`src/rtl/cordic_pkg.sv`:
```
// Shared types and constants for the CORDIC sequencer, init stage and iteration datapath.
package cordic_pkg;

   typedef enum logic [1:0] {
      StIdle,
      StLoad,
      StIter,
      StDone
   } cordic_state_e;

   localparam logic MODE_ROT = 1'b0;
   localparam logic MODE_VEC = 1'b1;

   localparam int unsigned N_ITER_DEF = 16;
   localparam int unsigned OPW        = 16;
   localparam int unsigned DPW        = 24;

   // Bit 3 of the operation select picks vectoring over rotation.
   function automatic logic is_vec(input logic [3:0] sel);
      return sel[3] == MODE_VEC;
   endfunction

endpackage

```
`src/rtl/cordic_seq_ctrl_if.sv`:
```
// Request, init-stage, iteration and result signals of cordic_seq_ctrl.
// The abort input exists only when CORDIC_SEQ_ABORT_EN is defined.
interface cordic_seq_ctrl_if
   import cordic_pkg::*;
#(
   parameter int unsigned ITW = 5
) ();

   logic           req_valid;
   logic           req_ready;
   logic [3:0]     req_select;
   logic [OPW-1:0] req_angle;
   logic [OPW-1:0] req_another;
   logic           init_valid;
   logic [3:0]     init_select;
   logic [OPW-1:0] init_angle;
   logic [OPW-1:0] init_another;
   logic           iter_en;
   logic [ITW-1:0] iter_idx;
   logic           iter_mode;
   logic           res_valid;
   logic           res_ready;
   logic           busy;
   logic [15:0]    op_count;

`ifdef CORDIC_SEQ_ABORT_EN
   logic           abort;

   modport slave (
      input  req_valid, req_select, req_angle, req_another, res_ready, abort,
      output req_ready, init_valid, init_select, init_angle, init_another,
             iter_en, iter_idx, iter_mode, res_valid, busy, op_count
   );

   modport master (
      output req_valid, req_select, req_angle, req_another, res_ready, abort,
      input  req_ready, init_valid, init_select, init_angle, init_another,
             iter_en, iter_idx, iter_mode, res_valid, busy, op_count
   );
`else
   modport slave (
      input  req_valid, req_select, req_angle, req_another, res_ready,
      output req_ready, init_valid, init_select, init_angle, init_another,
             iter_en, iter_idx, iter_mode, res_valid, busy, op_count
   );

   modport master (
      output req_valid, req_select, req_angle, req_another, res_ready,
      input  req_ready, init_valid, init_select, init_angle, init_another,
             iter_en, iter_idx, iter_mode, res_valid, busy, op_count
   );
`endif

endinterface

```
`src/rtl/cordic_iter_cnt.sv`:
```
// Micro-rotation index counter: clear beats load beats enable; term_o flags the last index.
module cordic_iter_cnt #(
   parameter int unsigned N_ITER = 16,
   parameter int unsigned ITW    = 5
) (
   input  logic           clk,
   input  logic           rst_n,
   input  logic           clr_i,
   input  logic           load_i,
   input  logic [ITW-1:0] load_val_i,
   input  logic           en_i,
   output logic [ITW-1:0] count_o,
   output logic           term_o
);

   localparam logic [ITW-1:0] TermVal = ITW'(N_ITER - 1);

   logic [ITW-1:0] count_q, count_d;

   always_comb begin
      count_d = count_q;
      if (clr_i) begin
         count_d = '0;
      end else if (load_i) begin
         count_d = load_val_i;
      end else if (en_i) begin
         count_d = count_q + ITW'(1);
      end
   end

   always_ff @(posedge clk or negedge rst_n) begin
      if (!rst_n) begin
         count_q <= '0;
      end else begin
         count_q <= count_d;
      end
   end

   assign count_o = count_q;
   assign term_o  = (count_q == TermVal);

endmodule

```
`src/rtl/cordic_seq_ctrl.sv`:
```
// Sequencer for the iterative CORDIC core: accept, load strobe, N_ITER steps, held result.
// Optional abort input enabled by defining CORDIC_SEQ_ABORT_EN.
module cordic_seq_ctrl
   import cordic_pkg::*;
#(
   parameter int unsigned N_ITER = N_ITER_DEF,
   parameter int unsigned ITW    = 5
) (
   input  logic              clk,
   input  logic              rst_n,
   cordic_seq_ctrl_if.slave  bus
);

   cordic_state_e  state_q;
   logic           req_ready_q;
   logic           init_valid_q;
   logic           iter_en_q;
   logic           res_valid_q;
   logic           busy_q;
   logic           iter_mode_q;
   logic [3:0]     init_select_q;
   logic [OPW-1:0] init_angle_q;
   logic [OPW-1:0] init_another_q;
   logic [15:0]    op_count_q;

   logic           abort_w;
   logic           accept;
   logic           cnt_clr;
   logic           cnt_load;
   logic           cnt_en;
   logic           cnt_term;
   logic [ITW-1:0] cnt_val;

`ifdef CORDIC_SEQ_ABORT_EN
   assign abort_w = bus.abort;
`else
   assign abort_w = 1'b0;
`endif

   // Abort suppresses a same-edge accept even though it is otherwise ignored in idle.
   assign accept = req_ready_q & bus.req_valid & ~abort_w;

   assign cnt_clr  = (abort_w && (state_q != StIdle)) || ((state_q == StIter) && cnt_term);
   assign cnt_load = (state_q == StLoad);
   assign cnt_en   = (state_q == StIter);

   cordic_iter_cnt #(
      .N_ITER (N_ITER),
      .ITW    (ITW)
   ) u_iter_cnt (
      .clk        (clk),
      .rst_n      (rst_n),
      .clr_i      (cnt_clr),
      .load_i     (cnt_load),
      .load_val_i ('0),
      .en_i       (cnt_en),
      .count_o    (cnt_val),
      .term_o     (cnt_term)
   );

   // Outputs are registered alongside the state so they change together on the same edge.
   always_ff @(posedge clk or negedge rst_n) begin
      if (!rst_n) begin
         state_q        <= StIdle;
         req_ready_q    <= 1'b1;
         init_valid_q   <= 1'b0;
         iter_en_q      <= 1'b0;
         res_valid_q    <= 1'b0;
         busy_q         <= 1'b0;
         iter_mode_q    <= MODE_ROT;
         init_select_q  <= '0;
         init_angle_q   <= '0;
         init_another_q <= '0;
         op_count_q     <= '0;
      end else begin
         init_valid_q <= 1'b0;
         if (abort_w && (state_q != StIdle)) begin
            state_q     <= StIdle;
            req_ready_q <= 1'b1;
            iter_en_q   <= 1'b0;
            res_valid_q <= 1'b0;
            busy_q      <= 1'b0;
         end else begin
            unique case (state_q)
               StIdle: begin
                  if (accept) begin
                     state_q        <= StLoad;
                     req_ready_q    <= 1'b0;
                     init_valid_q   <= 1'b1;
                     busy_q         <= 1'b1;
                     iter_mode_q    <= is_vec(bus.req_select);
                     init_select_q  <= bus.req_select;
                     init_angle_q   <= bus.req_angle;
                     init_another_q <= bus.req_another;
                  end
               end
               StLoad: begin
                  state_q   <= StIter;
                  iter_en_q <= 1'b1;
               end
               StIter: begin
                  if (cnt_term) begin
                     state_q     <= StDone;
                     iter_en_q   <= 1'b0;
                     res_valid_q <= 1'b1;
                  end
               end
               StDone: begin
                  if (bus.res_ready) begin
                     state_q     <= StIdle;
                     res_valid_q <= 1'b0;
                     req_ready_q <= 1'b1;
                     busy_q      <= 1'b0;
                     op_count_q  <= op_count_q + 16'd1;
                  end
               end
               default: begin
                  state_q     <= StIdle;
                  req_ready_q <= 1'b1;
                  iter_en_q   <= 1'b0;
                  res_valid_q <= 1'b0;
                  busy_q      <= 1'b0;
               end
            endcase
         end
      end
   end

   assign bus.req_ready    = req_ready_q;
   assign bus.init_valid   = init_valid_q;
   assign bus.init_select  = init_select_q;
   assign bus.init_angle   = init_angle_q;
   assign bus.init_another = init_another_q;
   assign bus.iter_en      = iter_en_q;
   assign bus.iter_idx     = iter_en_q ? cnt_val : '0;
   assign bus.iter_mode    = iter_mode_q;
   assign bus.res_valid    = res_valid_q;
   assign bus.busy         = busy_q;
   assign bus.op_count     = op_count_q;

endmodule

```
`src/flat_wrapper.sv`:
```
// flat-port wrapper written by rule: the top's interface ports become plain ports
module cordic_seq_ctrl_flat import cordic_pkg::*;
#(
   parameter int unsigned N_ITER = N_ITER_DEF,
   parameter int unsigned ITW    = 5
)
  (clk, rst_n, bus_req_valid, bus_req_select, bus_req_angle, bus_req_another, bus_res_ready, bus_req_ready, bus_init_valid, bus_init_select, bus_init_angle, bus_init_another, bus_iter_en, bus_iter_idx, bus_iter_mode, bus_res_valid, bus_busy, bus_op_count);
  cordic_seq_ctrl_if #(.ITW(ITW)) bus_i ();
  input  logic clk;
  input  logic rst_n;
  input wire logic [$bits(bus_i.req_valid)-1:0] bus_req_valid;
  input wire logic [$bits(bus_i.req_select)-1:0] bus_req_select;
  input wire logic [$bits(bus_i.req_angle)-1:0] bus_req_angle;
  input wire logic [$bits(bus_i.req_another)-1:0] bus_req_another;
  input wire logic [$bits(bus_i.res_ready)-1:0] bus_res_ready;
  output wire logic [$bits(bus_i.req_ready)-1:0] bus_req_ready;
  output wire logic [$bits(bus_i.init_valid)-1:0] bus_init_valid;
  output wire logic [$bits(bus_i.init_select)-1:0] bus_init_select;
  output wire logic [$bits(bus_i.init_angle)-1:0] bus_init_angle;
  output wire logic [$bits(bus_i.init_another)-1:0] bus_init_another;
  output wire logic [$bits(bus_i.iter_en)-1:0] bus_iter_en;
  output wire logic [$bits(bus_i.iter_idx)-1:0] bus_iter_idx;
  output wire logic [$bits(bus_i.iter_mode)-1:0] bus_iter_mode;
  output wire logic [$bits(bus_i.res_valid)-1:0] bus_res_valid;
  output wire logic [$bits(bus_i.busy)-1:0] bus_busy;
  output wire logic [$bits(bus_i.op_count)-1:0] bus_op_count;
  assign bus_i.req_valid = bus_req_valid;
  assign bus_i.req_select = bus_req_select;
  assign bus_i.req_angle = bus_req_angle;
  assign bus_i.req_another = bus_req_another;
  assign bus_i.res_ready = bus_res_ready;
  assign bus_req_ready = bus_i.req_ready;
  assign bus_init_valid = bus_i.init_valid;
  assign bus_init_select = bus_i.init_select;
  assign bus_init_angle = bus_i.init_angle;
  assign bus_init_another = bus_i.init_another;
  assign bus_iter_en = bus_i.iter_en;
  assign bus_iter_idx = bus_i.iter_idx;
  assign bus_iter_mode = bus_i.iter_mode;
  assign bus_res_valid = bus_i.res_valid;
  assign bus_busy = bus_i.busy;
  assign bus_op_count = bus_i.op_count;
  cordic_seq_ctrl #(.N_ITER(N_ITER), .ITW(ITW)) u_core (.clk(clk), .rst_n(rst_n), .bus(bus_i));
endmodule
```
`config.mk`:
```
export PLATFORM = sky130hd
export DESIGN_NAME = cordic_seq_ctrl_flat
export DESIGN_NICKNAME = d
export VERILOG_FILES = /design/src/rtl/cordic_pkg.sv /design/src/rtl/cordic_seq_ctrl_if.sv /design/src/rtl/cordic_iter_cnt.sv /design/src/rtl/cordic_seq_ctrl.sv /design/src/flat_wrapper.sv
export SDC_FILE = /design/constraint.sdc
export NUM_CORES = 1
export LEC_CHECK = 0
export ABC_AREA = 1
export BUFFER_PORTS_ARGS = -buffer_cell sky130_fd_sc_hd__buf_4
export CORE_ASPECT_RATIO = 2
export CORE_UTILIZATION = 49
export CTS_CLUSTER_DIAMETER = 200
export DETAILED_ROUTE_END_ITERATION = 12
export GPL_ROUTABILITY_DRIVEN = 0
export HOLD_SLACK_MARGIN = 0.15
export PLACE_DENSITY_LB_ADDON = 0.08
export SLEW_MARGIN = 20
export SYNTH_ARGS = -nofsm -noshare
export SYNTH_HDL_FRONTEND = slang
export SYNTH_SLANG_ARGS = --single-unit
```
`constraint.sdc`:
```
create_clock -name clk -period 1.6 [get_ports clk]
set_input_delay 0.48 -clock clk [delete_from_list [all_inputs] [get_ports clk]]
set_output_delay 0.48 -clock clk [all_outputs]
set_load 0.01 [all_outputs]
```
---- Word-level counts from Yosys, hierarchy flattened ----
Index checks and enable logic that the tools add are counted.
storage, ports and cells
  bits of input ports ..................... 40
  word-level logic and storage cells ...... 54
  output and inout port bits .............. 63
  register bits after elaboration ......... 65
operators by class
  muxes and demuxes ....................... 20
  equal/unequal tests ..................... 7
  add/sub/neg operators ................... 2
  bitwise logic cells ..................... 1
  reductions and logical operators ........ 12
operator list
  operator               count
  $mux 5                 4
  $add 16x1->16 const B  1
  $reduce_and 3->1       3
  $mux 1                 8
  $pmux 1 s2             4
  $pmux 2 s4             1
  $mux 2                 3
  $reduce_and 2->1       3
  $reduce_bool 2->1      3
  $add 5x1->5 const B    1
  $eq 5x4->1 const B     1
  $eq 2x2->1 const B     2
  $ne 2x2->1 const B     2
  $reduce_bool 3->1      1
  $eq 2x1->1 const B     1
  $logic_not 2->1        1
  $ne 2x1->1 const B     1
  $and 1x1->1            1
  $logic_and 1x1->1      1

---- Depth between registers and ports, before layout ----
Gate-level depths: netlist (run 1).
  depth in word-level cells ............... 4
  mapped depth ............................ 8
  depth with buffers taken out ............ 8

---- Modules after synthesis ----
From an unflattened synthesis (run 1), not the netlist that was laid out.
unflattened totals
  cells, all modules ...................... 349
  area, all modules ....................... 2900.3 um^2
by module, submodules not included
  module           area each (um^2)  seq. area each (um^2)  cells each  times used
  cordic_seq_ctrl  2585.0            1477.7                 306         1
  cordic_iter_cnt  315.3             125.1                  43          1

---- Least setup slack after synthesis (run 1) ----
Ideal clock, no wire load.
  path kind ............................... register to register
  from .................................... reg u_core.u_iter_cnt.count_q[0] (netlist: u_core.u_iter_cnt.count_o[0])
  to ...................................... reg u_core.state_q[0]
  slack ................................... 200 ps
  buffers on the path ..................... 0
  arrival ................................. 1271 ps
  stages on the path, launching flop included .. 9
  clock period less this slack ............ 1400 ps
  data required time ...................... 1471 ps
  library setup time ...................... 129 ps
  cell sequence ........................... dfrtp_1 ha_1 nand2_1 nor2_1 ha_1 nor2_1 nor2_1 o21ai_0 o21ai_0
on the way
  word-level cells in the longest chain between the ends .. 3
ends and longest elaborated chain
  what                        line                   RTL
  start: declaration          cordic_iter_cnt.sv:18  logic [ITW-1:0] count_q, count_d;
  start signal: assignment    cordic_iter_cnt.sv:35  count_q <= count_d;
  $eq 5x4->1                  cordic_iter_cnt.sv:40  assign term_o = (count_q == TermVal);
  $ne 2x2->1 (no line)        n/a
  $reduce_and 3->1 (no line)  n/a
  end signal: assignment      cordic_seq_ctrl.sv:64  state_q <= StIdle;
  end signal: assignment      cordic_seq_ctrl.sv:78  state_q <= StIdle;
  end signal: assignment      cordic_seq_ctrl.sv:87  state_q <= StLoad;
  end: declaration            cordic_seq_ctrl.sv:14  cordic_state_e state_q;
No other way between the ends.
A chain may end at the register's enable or synchronous reset.

---- Worst setup path in the final report (run 1) ----
  from .................................... reg u_core.iter_en_q (netlist: u_core.bus.iter_en)
  to ...................................... out bus_iter_idx[1]
on the way
  word-level cells in the longest chain between the ends .. 1
ends and longest elaborated chain
  what                      line                    RTL
  start: declaration        cordic_seq_ctrl.sv:17   logic iter_en_q;
  start signal: assignment  cordic_seq_ctrl.sv:67   iter_en_q <= 1'b0;
  start signal: assignment  cordic_seq_ctrl.sv:80   iter_en_q <= 1'b0;
  start signal: assignment  cordic_seq_ctrl.sv:99   iter_en_q <= 1'b1;
  $mux 5                    cordic_seq_ctrl.sv:135  assign bus.iter_idx = iter_en_q ? cnt_val : '0;
  end: declaration          flat_wrapper.sv:22      output wire logic [$bits(bus_i.iter_idx)-1:0] bus_iter_idx;
No other way between the ends.

==> run metrics, run 1 <==
synthesized net count=373; Tmin final=1.54 ns; RSZ-0062 raised after global routing=no; Hold Crit Depth=3; clk_skew=0.00409 ns; fillers=476; ANT cells=0; Sink Count=64; Worst R2R Path Depth=8; share of layout cells above drive strength 1=0.311; slew margin rel.=0.798; sequential share of the synthesized area=0.569; nets@finish=487; sw frac=0.359; Cell variety after synth=27; worst hold endpoint=u_core.bus.init_another[5]; H-tree lvl count=3; Vert. Die Dim=109 µm; Worst path max stage delay=0.46 ns; register area=1600 µm²; initial antenna violation count=0; pwr dens=1580 nW/µm²; CTS Buf Count=9; chip width=55.6 µm; Clk network pwr share=0.192; sequential share of power=0.415; critical path data arrival time=1.06 ns; Fin. Hold Viols=0; worst r2r dst=u_core.state_q[0]; I/O Buffers=102; Seq cells post-synth=64; maximum vdd ir drop=1.34 mV; setup_tns=0 ns; area occupied by multi-input gates=1080 µm²; die area=6080 µm²; hold path start=bus_req_another[5]; first-pass GRT wire length=10500 µm; DR WL/cell=12.9 µm; Internal Pwr Total=3.95 mW; Worst Path Max Fanout=7; vias in the first global route=2428; Post-Syn Area=2820 µm²; CP Capture Type=output port; via count=2486; clk_lat worst skew=0.34 ns; Max Freq=647 MHz; CP delay by family, top=flip-flops; CP Launch Type=register; Placement Setup Slack=0.0763 ns; worst setup margin=0.0556 ns; worst reg2reg path startpoint=u_core.u_iter_cnt.count_o[0]; max_cap viols=0; Area Growth Syn to Fin=38.0%; Finished Core Util=0.711; Starting Density=0.516; gr usage total=0.227; hpwl dp=4940 µm; Final setup violation count=0; Worst Path Required=1.12 ns; critical path type=register to output port; Cells after Synth=325; Crit-path slowest cell=dfrtp_2; r2r setup slk=0.11 ns; clock root cell=clkbuf_8; worst path cell trace=nand2_1 > inv_1 > buf_4; synth warn=0; P_sw=2.21 mW; final period utilization=0.965; number of routed nets with antenna violations=0; max-slew violation count=0; drt drc=0; combinational share of power=0.393; Buf/Inv on CP=2; Tightest Hold Check Type=input pin to register; largest net degree at the start of global routing=31; Ports=103; Power Total=6.15 mW; worst slew pin tran=0.301 ns; Lkg Pwr=2.17 nW; CTS tree=yes; Mean Syn Cell Area=8.67 µm²; core area=5470 µm²; initial DRC count=88; CTS clk-pin slew, worst paths=0.07 ns; Pre-Repair DR Iteration Count=4; DRT Wirelength=6520 µm; Vias per Instance=4.93; Rows=38; status=finished clean; Max Root-Sink Buffers=2; GRT overflow=0
==> through the flow <==
step | instances | hold WS (ns) | area, µm²
2_1_floorplan | 325 | 0.184 | 2820
5_1_grt | 504 | 0.326 | 3890
3_5_place_dp | 486 | 0.376 | 3700
3_3_place_gp | 486 | 0.371 | 3700
4_1_cts | 503 | 0.311 | 3870
6_report | 504 | 0.331 | 3890
==> state kept, by name (all words and copies together), names as in the netlist <==
name / count
u_core.bus.init_angle: 16
u_core.bus.iter_en: 1
u_core.bus.req_ready: 1
u_core.u_iter_cnt.count_o: 5
u_core.bus.init_valid: 1
u_core.bus.busy: 1
u_core.state_q: 2
u_core.bus.init_select: 4
u_core.bus.init_another: 16
u_core.bus.res_valid: 1
u_core.bus.op_count: 16
==> metal layers <==
metal | global-route usage | share of wire | vias to the layer above
met5 | 0 | 0 | -
met4 | 0.157 | 0.029 | 0
met3 | 0.0593 | 0.052 | 17
met2 | 0.394 | 0.54 | 81
met1 | 0.237 | 0.38 | 1157
li1 | - | - | 1231
==> power groups by stage <==
stage               Combinational [mW]  Clock [mW]  Sequential [mW]
floorplan                         1.01           0             2.73
global placement                  2.34           0             2.55
detailed placement                2.40           0             2.57
CTS                               2.42        1.23             2.55
global route                      2.68        1.29             2.62
finish                            2.42        1.18             2.55
==> logic make-up (layout without fill, tap and decap cells) <==
kind of cell	Yosys count	count (layout)	synth area share
AO/OA/AOI/OAI	15	15	0.0293
XOR/XNOR	10	10	0.0311
adder cells (fa/ha/maj)	8	8	0.0355
buffers and inverters	36	155	0.0506
flip-flops	64	64	0.569
multiplexers	1	1	0.00355
AND/OR/NAND/NOR	191	191	0.281
==> cell usage in the layout (no fill, tap or decap), drive strengths merged, types with 2 or more instances in the layout <==
cell,n
dfrtp,63
nor2,22
inv,29
nand3,9
nand2,147
ha,8
o22ai,2
xnor2,8
clkbuf,12
nand4,5
o21ai,7
clkinv,4
buf,109
nor3,7
a21oi,4
xor2,2
==> worst max-delay path by stage <==
stage	startpoint	endpoint	slack [ns]	depth (start not counted)
3_5_place_dp	u_core.u_iter_cnt.count_o[0]	u_core.state_q[1]	0.08	8
4_1_cts	u_core.bus.iter_en	bus_iter_idx[1]	0.03	3
6_report	u_core.bus.iter_en	bus_iter_idx[1]	0.06	3
2_1_floorplan	u_core.u_iter_cnt.count_o[0]	u_core.state_q[0]	0.20	8
5_1_grt	u_core.u_iter_cnt.count_o[0]	u_core.state_q[0]	0.004	8
3_3_place_gp	u_core.u_iter_cnt.count_o[0]	u_core.state_q[0]	0.15	8
==> Yosys cell counts <==
| library cell | instances | area, µm² |
|---|---|---|
| nand3_2 | 3 | 30.0 |
| ha_1 | 8 | 100 |
| o21ai_0 | 7 | 35.0 |
| clkbuf_1 | 3 | 11.3 |
| a21oi_1 | 4 | 20.0 |
| buf_4 | 1 | 7.51 |
| buf_2 | 3 | 15.0 |
| a21o_1 | 1 | 7.51 |
| o211ai_1 | 1 | 7.51 |
| nor2_4 | 1 | 11.3 |
| nor3_1 | 6 | 30.0 |
| nand4_1 | 5 | 31.3 |
| nor2_2 | 1 | 6.26 |
| nand2_1 | 145 | 544 |
| nand2_2 | 2 | 12.5 |
| inv_1 | 28 | 105 |
| dfrtp_1 | 63 | 1580 |
| or2_1 | 1 | 6.26 |
| nand3_1 | 6 | 30.0 |
| xnor2_1 | 8 | 70.1 |
| nor2_1 | 20 | 75.1 |
| nor3_4 | 1 | 16.3 |
| mux2i_1 | 1 | 10.0 |
| inv_2 | 1 | 3.75 |
| dfstp_2 | 1 | 26.3 |
| xor2_1 | 2 | 17.5 |
| o22ai_1 | 2 | 12.5 |
==> area by class of cell <==
type / count / share of cell area
timing repair buffer: 110 / 0.219
sequential: 64 / 0.412
multi-input combinational: 225 / 0.279
clock buffer: 12 / 0.0373
inverter: 29 / 0.0280
tap: 60 / 0.0193
clock inverter: 4 / 0.00515
==> timing repair <==
item	CTS	global route
pin swaps	0	1
hold endpoints to repair	16	0
setup endpoints to repair	1	6
buffers inserted	0	1
hold buffers	1	0
resized for setup	1	5
==> tightest hold or removal path, delay by kind of cell <==
kind / cells / cell delay (ns)
buffers and inverters: 1 / 0.08
and+or+nand+nor: 2 / 0.08
Note: power is estimated with default switching activity, not from simulation.
==> inputs of run 2 (changes only) <==
--- a/config.mk
+++ b/config.mk
@@ -13,8 +13,9 @@
 export DETAILED_ROUTE_END_ITERATION = 12
 export GPL_ROUTABILITY_DRIVEN = 0
 export HOLD_SLACK_MARGIN = 0.15
-export PLACE_DENSITY_LB_ADDON = 0.08
+export PLACE_DENSITY = 0.85
 export SLEW_MARGIN = 20
 export SYNTH_ARGS = -nofsm -noshare
 export SYNTH_HDL_FRONTEND = slang
+export SYNTH_HIERARCHICAL = 1
 export SYNTH_SLANG_ARGS = --single-unit
==> run metrics, run 2 <==
status=complete, but fails checks; violated checks=setup timing; max-slew violation count=0 (unchanged); Worst Path Required=1.81 ns (+0.69 ns); commonest non-fill, non-tap cell in the layout=nand2_1; DRT Wirelength=7250 µm (+11%); Worst Path Max Fanout=5 (-2); Post-synth top cells=162 x nand2_1, 63 x dfrtp_1, 28 x inv_1, 27 x nor2_1, 8 x nand4_1; Lkg Pwr=2.35 nW (+7.9%); initial antenna violation count=0 (unchanged); chip width=56.4 µm (+1.4%); CTS clk-pin slew, worst paths=0.05 ns (-0.02 ns); Max Root-Sink Buffers=2 (unchanged); Pre-Repair DR Iteration Count=7 (+3); Ports=103 (unchanged); critical path data arrival time=1.85 ns (+0.79 ns); final hold slack=0.351 ns (+0.0196 ns); Rows=39 (+2.6%); setup_tns=-0.0407 ns (-0.0407 ns); H-tree lvl count=3 (unchanged); final period utilization=1.03 (+0.0602); Post-synth EDFFs=0 (unchanged); Finished Core Util=0.735 (+0.0232); Mean Syn Cell Area=8.31 µm² (-4.2%); ANT cells=0 (unchanged); commonest cells after routing, fill and taps aside=158 x nand2_1, 111 x buf_4, 62 x dfrtp_1; CTS tree=yes; clock root cell=clkbuf_16; Seq cells post-synth=64 (unchanged); first-pass GRT wire length=11600 µm (+11%); ys async rst share=1.00 (unchanged); vias in the first global route=2672 (+10%); synth warn=6 (+6); top cells by area, synth=dfrtp_1 54%, nand2_1 21%, inv_1 3.6%, nor2_1 3.5%, ha_1 3.0%; Vert. Die Dim=111 µm (+1.4%); I/O Buffers=102 (unchanged); area share of the leading cell type in the synthesized netlist=0.544 (-0.0157); GRT overflow=0 (unchanged); share of layout cells above drive strength 1=0.319 (+0.00785); most frequent cell after synthesis=nand2_1; area leader, netlist=dfrtp_1; CP Launch Type=register; core area=5710 µm² (+4.4%); CTS Buf Count=9 (unchanged); initial DRC count=144 (+64%); gr usage total=0.241 (+0.0134); RSZ-0062 raised after global routing=yes; max_cap viols=0 (unchanged); Tightest Hold Check Type=input pin to register; Fin. Hold Viols=0 (unchanged); number of routed nets with antenna violations=0 (unchanged); clk_skew=0.00442 ns (+0.000329 ns); Area Growth Syn to Fin=44.6%; via count=2710 (+9.0%); Placement Setup Slack=-0.0644 ns (-0.141 ns); hpwl dp=5160 µm (+4.6%); Cell variety after synth=27 (unchanged); worst setup margin=-0.0407 ns (-0.0963 ns); Starting Density=0.508 (-0.00756); sequential share of the synthesized area=0.553 (-0.0159); CP Capture Type=register; Post-Syn Area=2900 µm² (+2.9%); Max Freq=610 MHz (-5.9%); Cells after Synth=349 (+7.4%); Final setup violation count=1 (+1); dominant synthesized flop cell=dfrtp_1; DR WL/cell=13.5 µm (+4.2%); Tmin final=1.64 ns (+0.0963 ns); fillers=415 (-13%); drt drc=0 (unchanged); die area=6250 µm² (+2.8%); critical path type=register to register; maximum vdd ir drop=1.56 mV (+16%); pwr dens=1940 nW/µm² (+23%); Sink Count=64 (unchanged); Vias per Instance=5.04 (+2.1%); clk_lat worst skew=0.32 ns (-0.02 ns); largest net degree at the start of global routing=33 (+6.5%); nets@finish=519 (+6.6%)
==> run 2: metal layers <==
| metal | part of all wire | global-route usage |
|---|---|---|
| met1 | 0.36 | 0.252 |
| met2 | 0.56 | 0.437 |
| met3 | 0.042 | 0.0490 |
| met4 | 0.034 | 0.128 |
| met5 | 0 | 0 |
==> run 2: logic make-up (layout without fill, tap and decap cells) <==
family                     Yosys count  in the layout  share of synthesized area
other                                1              5                    0.00129
xor gates and xnor gates            11             11                     0.0332
DFF                                 64             64                      0.553
adders and majority gates            7              7                     0.0302
and+or+nand+nor                    212            212                      0.297
buffers and inverters               38            162                     0.0544
AOI/OAI and AO/OA                   16             16                     0.0311
==> run 2: worst max-delay path, stage by stage, from the launching register on <==
cell	delay, ns
dfrtp_1	0.37
ha_2	0.22
nand2_2	0.07
nor2_2	0.13
ha_2	0.22
nand2_2	0.08
inv_2	0.08
inv_2	0.05
o21ai_4	0.09
nor2_2	0.06
o21ai_1	0.09
nand2_1	0.06
==> run 2: path summary, 6_finish.rpt <==
path                                                     end                         start  slack [ns]  cells past startpoint
worst max-delay path            u_core/u_iter_cnt/count_o[2]  u_core/u_iter_cnt/count_o[0]       -0.04                     11
worst min-delay path              u_core/bus.init_another[8]            bus_req_another[8]        0.35                      3
worst max register to register  u_core/u_iter_cnt/count_o[2]  u_core/u_iter_cnt/count_o[0]       -0.04                     11
worst min register to register   u_core/bus.init_another[11]   u_core/bus.init_another[11]        0.48                      2
max in group asynchronous               u_core/bus.iter_mode                         rst_n        0.55                      3
min in group asynchronous             u_core/bus.op_count[1]                         rst_n        0.56                      2
==> run 2: final cells by class <==
| class | instances | area (µm²) | area share |
|---|---|---|---|
| flip-flops and latches | 64 | 1600 | 0.382 |
| multi-input cells | 251 | 1190 | 0.283 |
| clock buffers | 13 | 250 | 0.0597 |
| clock inverters | 3 | 65.1 | 0.0155 |
| repair buffers | 115 | 895 | 0.213 |
| well taps | 61 | 76.3 | 0.0182 |
| inverters | 31 | 116 | 0.0277 |
==> run 2: repair_timing <==
item | in CTS | in global routing
resized for setup | 2 | 14
setup buffers | 2 | 3
hold buffers | 1 | 0
endpoints found under the hold margin | 13 | 0
pin swaps | 2 | 7
setup endpoints to repair | 5 | 10
==> run 2: power by group <==
part	leakage (nW)	total, mW	internal (mW)	switching, mW
sequential	0.804	2.76	2.30	0.465
clock	0.154	2.04	1.40	0.635
combinational	1.39	3.33	1.59	1.74
==> run 2: metrics by stage <==
stage / std cells / total power [mW] / area, µm²
2_1_floorplan: 353 / 4.31 / 2920
3_3_place_gp: 516 / 5.77 / 3790
3_5_place_dp: 516 / 5.87 / 3790
4_1_cts: 535 / 8.02 / 4140
5_1_grt: 538 / 8.63 / 4190
6_report: 538 / 8.13 / 4190
==> inputs of run 3 (changes only) <==
==> constraint.sdc (replaced) <==
create_clock -name clk -period 1.6 [get_ports clk]
set_input_delay 0.16 -clock clk [delete_from_list [all_inputs] [get_ports clk]]
set_output_delay 0.16 -clock clk [all_outputs]
set_load 0.01 [all_outputs]
==> run metrics, run 3 (synthesis results as in run 2) <==
fillers=348 (-16%); combinational share of power=0.402 (-0.008); chip width=56.4 µm (unchanged); nets@finish=552 (+6.4%); Ports=103 (unchanged); clk_lat worst skew=0.34 ns (+0.02 ns); Tmin final=1.51 ns (-0.131 ns); Starting Density=0.508 (unchanged); H-tree lvl count=3 (unchanged); Worst path max stage delay=0.40 ns (+0.03 ns); CP delay by family, top=simple AND/OR/NAND/NOR gates; Rows=39 (unchanged); commonest non-fill, non-tap cell in the layout=nand2_1; Fin. Hold Viols=0 (unchanged); CTS tree=yes; Internal Pwr Total=5.40 mW (+2.1%); Buf/Inv on CP=0 (-2); Max Freq=663 MHz (+8.7%); status=finished clean; Vert. Die Dim=111 µm (unchanged); vias in the first global route=2977 (+11%); via count=2881 (+6.3%); DRT Wirelength=8310 µm (+15%); CP Capture Type=register; pwr dens=1840 nW/µm² (-5.4%); DR WL/cell=14.5 µm (+7.9%); max_cap viols=0 (unchanged); Clk network pwr share=0.262 (+0.011); P_sw=2.94 mW (+3.5%); initial DRC count=159 (+10%); placed instance count=514 (-0.39%); share of layout cells above drive strength 1=0.288 (-0.0304); I/O Buffers=102 (unchanged); Final setup violation count=0 (-1); clock root cell=clkbuf_16; final instance area=4550 µm² (+8.4%); maximum vdd ir drop=1.72 mV (+10%); critical path type=register to register; first-pass GRT wire length=13500 µm (+16%); die area=6250 µm² (unchanged); core area=5710 µm² (unchanged); clk_skew=0.00713 ns (+0.00272 ns); critical path data arrival time=1.73 ns (-0.12 ns); sequential share of power=0.336 (-0.004); sw frac=0.352 (+0.00305); final period utilization=0.943 (-0.0820); most used cell, CP=nand2_1; Vias per Instance=5.04 (about the same); Final Non-Filler Cells=572 (+6.3%); worst path cell trace=ha_2 > nand2_4 > nor2_2 > nand2_1 > nor2_1 > nand2_1 > nand2_1 > nand2_1; Worst Path Max Fanout=7 (+2); Area Growth Syn to Fin=56.7%; Max Root-Sink Buffers=2 (unchanged); Tightest Hold Check Type=input pin to register; hpwl dp=5280 µm (+2.3%); Lkg Pwr=2.49 nW (+6.0%); gr usage total=0.284 (+0.0432); Sink Count=64 (unchanged); largest net degree at the start of global routing=39 (+18%); drt drc=0 (unchanged); CP Launch Type=register; Pre-Repair DR Iteration Count=4 (-3); CTS clk-pin slew, worst paths=0.05 ns (about the same); RSZ-0062 raised after global routing=yes; Crit-path slowest cell=dfrtp_1; number of routed nets with antenna violations=0 (unchanged); Worst Path Required=1.82 ns (about the same); DP Area=3780 µm² (-0.40%); commonest cells after routing, fill and taps aside=161 x nand2_1, 109 x buf_4, 63 x dfrtp_1; initial antenna violation count=1 (+1); CTS Buf Count=9 (unchanged); GRT overflow=0 (unchanged); max-slew violation count=0 (unchanged)
[run 3: worst paths after layout]
check	from	endpoint	slack, ns	depth (start not counted)
min in group asynchronous	rst_n	u_core/u_iter_cnt/count_o[0]	0.28	2
worst min register to register	u_core/bus.init_angle[7]	u_core/bus.init_angle[7]	0.48	2
max in group asynchronous	rst_n	u_core/bus.req_ready	0.75	3
worst min-delay path	bus_res_ready	u_core/bus.op_count[1]	0.19	4
worst max register to register	u_core/state_q[0]	u_core/bus.op_count[11]	0.09	8
worst max-delay path	u_core/state_q[0]	u_core/bus.op_count[11]	0.09	8
[run 3: per-stage QoR]
stage	hold slack [ns]	TNS [ns]	setup slack, ns	power (mW)	utilization
floorplan	-0.136	0	0.163	4.31	-
global placement	0.0955	0	0.0988	5.76	0.662
detailed placement	0.0976	0	0.0169	5.87	0.662
CTS	0.184	0	0.0578	8.18	0.788
global route	0.217	-0.0658	-0.0379	8.84	0.796
finish	0.194	0	0.0906	8.34	0.796
[run 3: power by group through the flow]
stage          registers, mW  logic [mW]  clock network, mW
3_3_place_gp            2.77        2.99                  0
6_report                2.80        3.35               2.19
2_1_floorplan           2.99        1.32                  0
3_5_place_dp            2.79        3.08                  0
4_1_cts                 2.77        3.20               2.21
5_1_grt                 2.87        3.69               2.28
[run 3: area by class of cell]
type | count | area, µm² | area share
clock inverter | 4 | 75.1 | 0.0165
tap | 61 | 76.3 | 0.0168
inverter | 31 | 116 | 0.0256
clock buffer | 12 | 267 | 0.0586
sequential | 64 | 1600 | 0.353
multi-input combinational | 251 | 1180 | 0.259
antenna | 1 | 2.50 | 0.000551
timing repair buffer | 148 | 1230 | 0.270
[run 3: metal layers]
| layer | GRT usage | up-vias | routed length [µm] |
|---|---|---|---|
| met5 | 0 | - | 0 |
| met4 | 0.153 | 0 | 331 |
| met3 | 0.0735 | 30 | 405 |
| met2 | 0.513 | 122 | 4690 |
| met1 | 0.287 | 1355 | 2890 |
| li1 | - | 1374 | - |
[run 3: timing repair]
item,CTS,global route
endpoints found under the setup margin,1,8
endpoints found under the hold margin,99,0
buffers inserted,1,3
gates resized for setup,0,10
pin swaps,0,4
cloned,0,0
hold buffers,37,0
[run 3: worst reg2reg max path, stage by stage (launching register included)]
cell and delay, ns:
dfrtp_1 0.40, ha_2 0.26, nand2_4 0.11, nor2_2 0.15, nand2_1 0.10, nor2_1 0.16, nand2_1 0.09, nand2_1 0.07
nand2_1 0.05
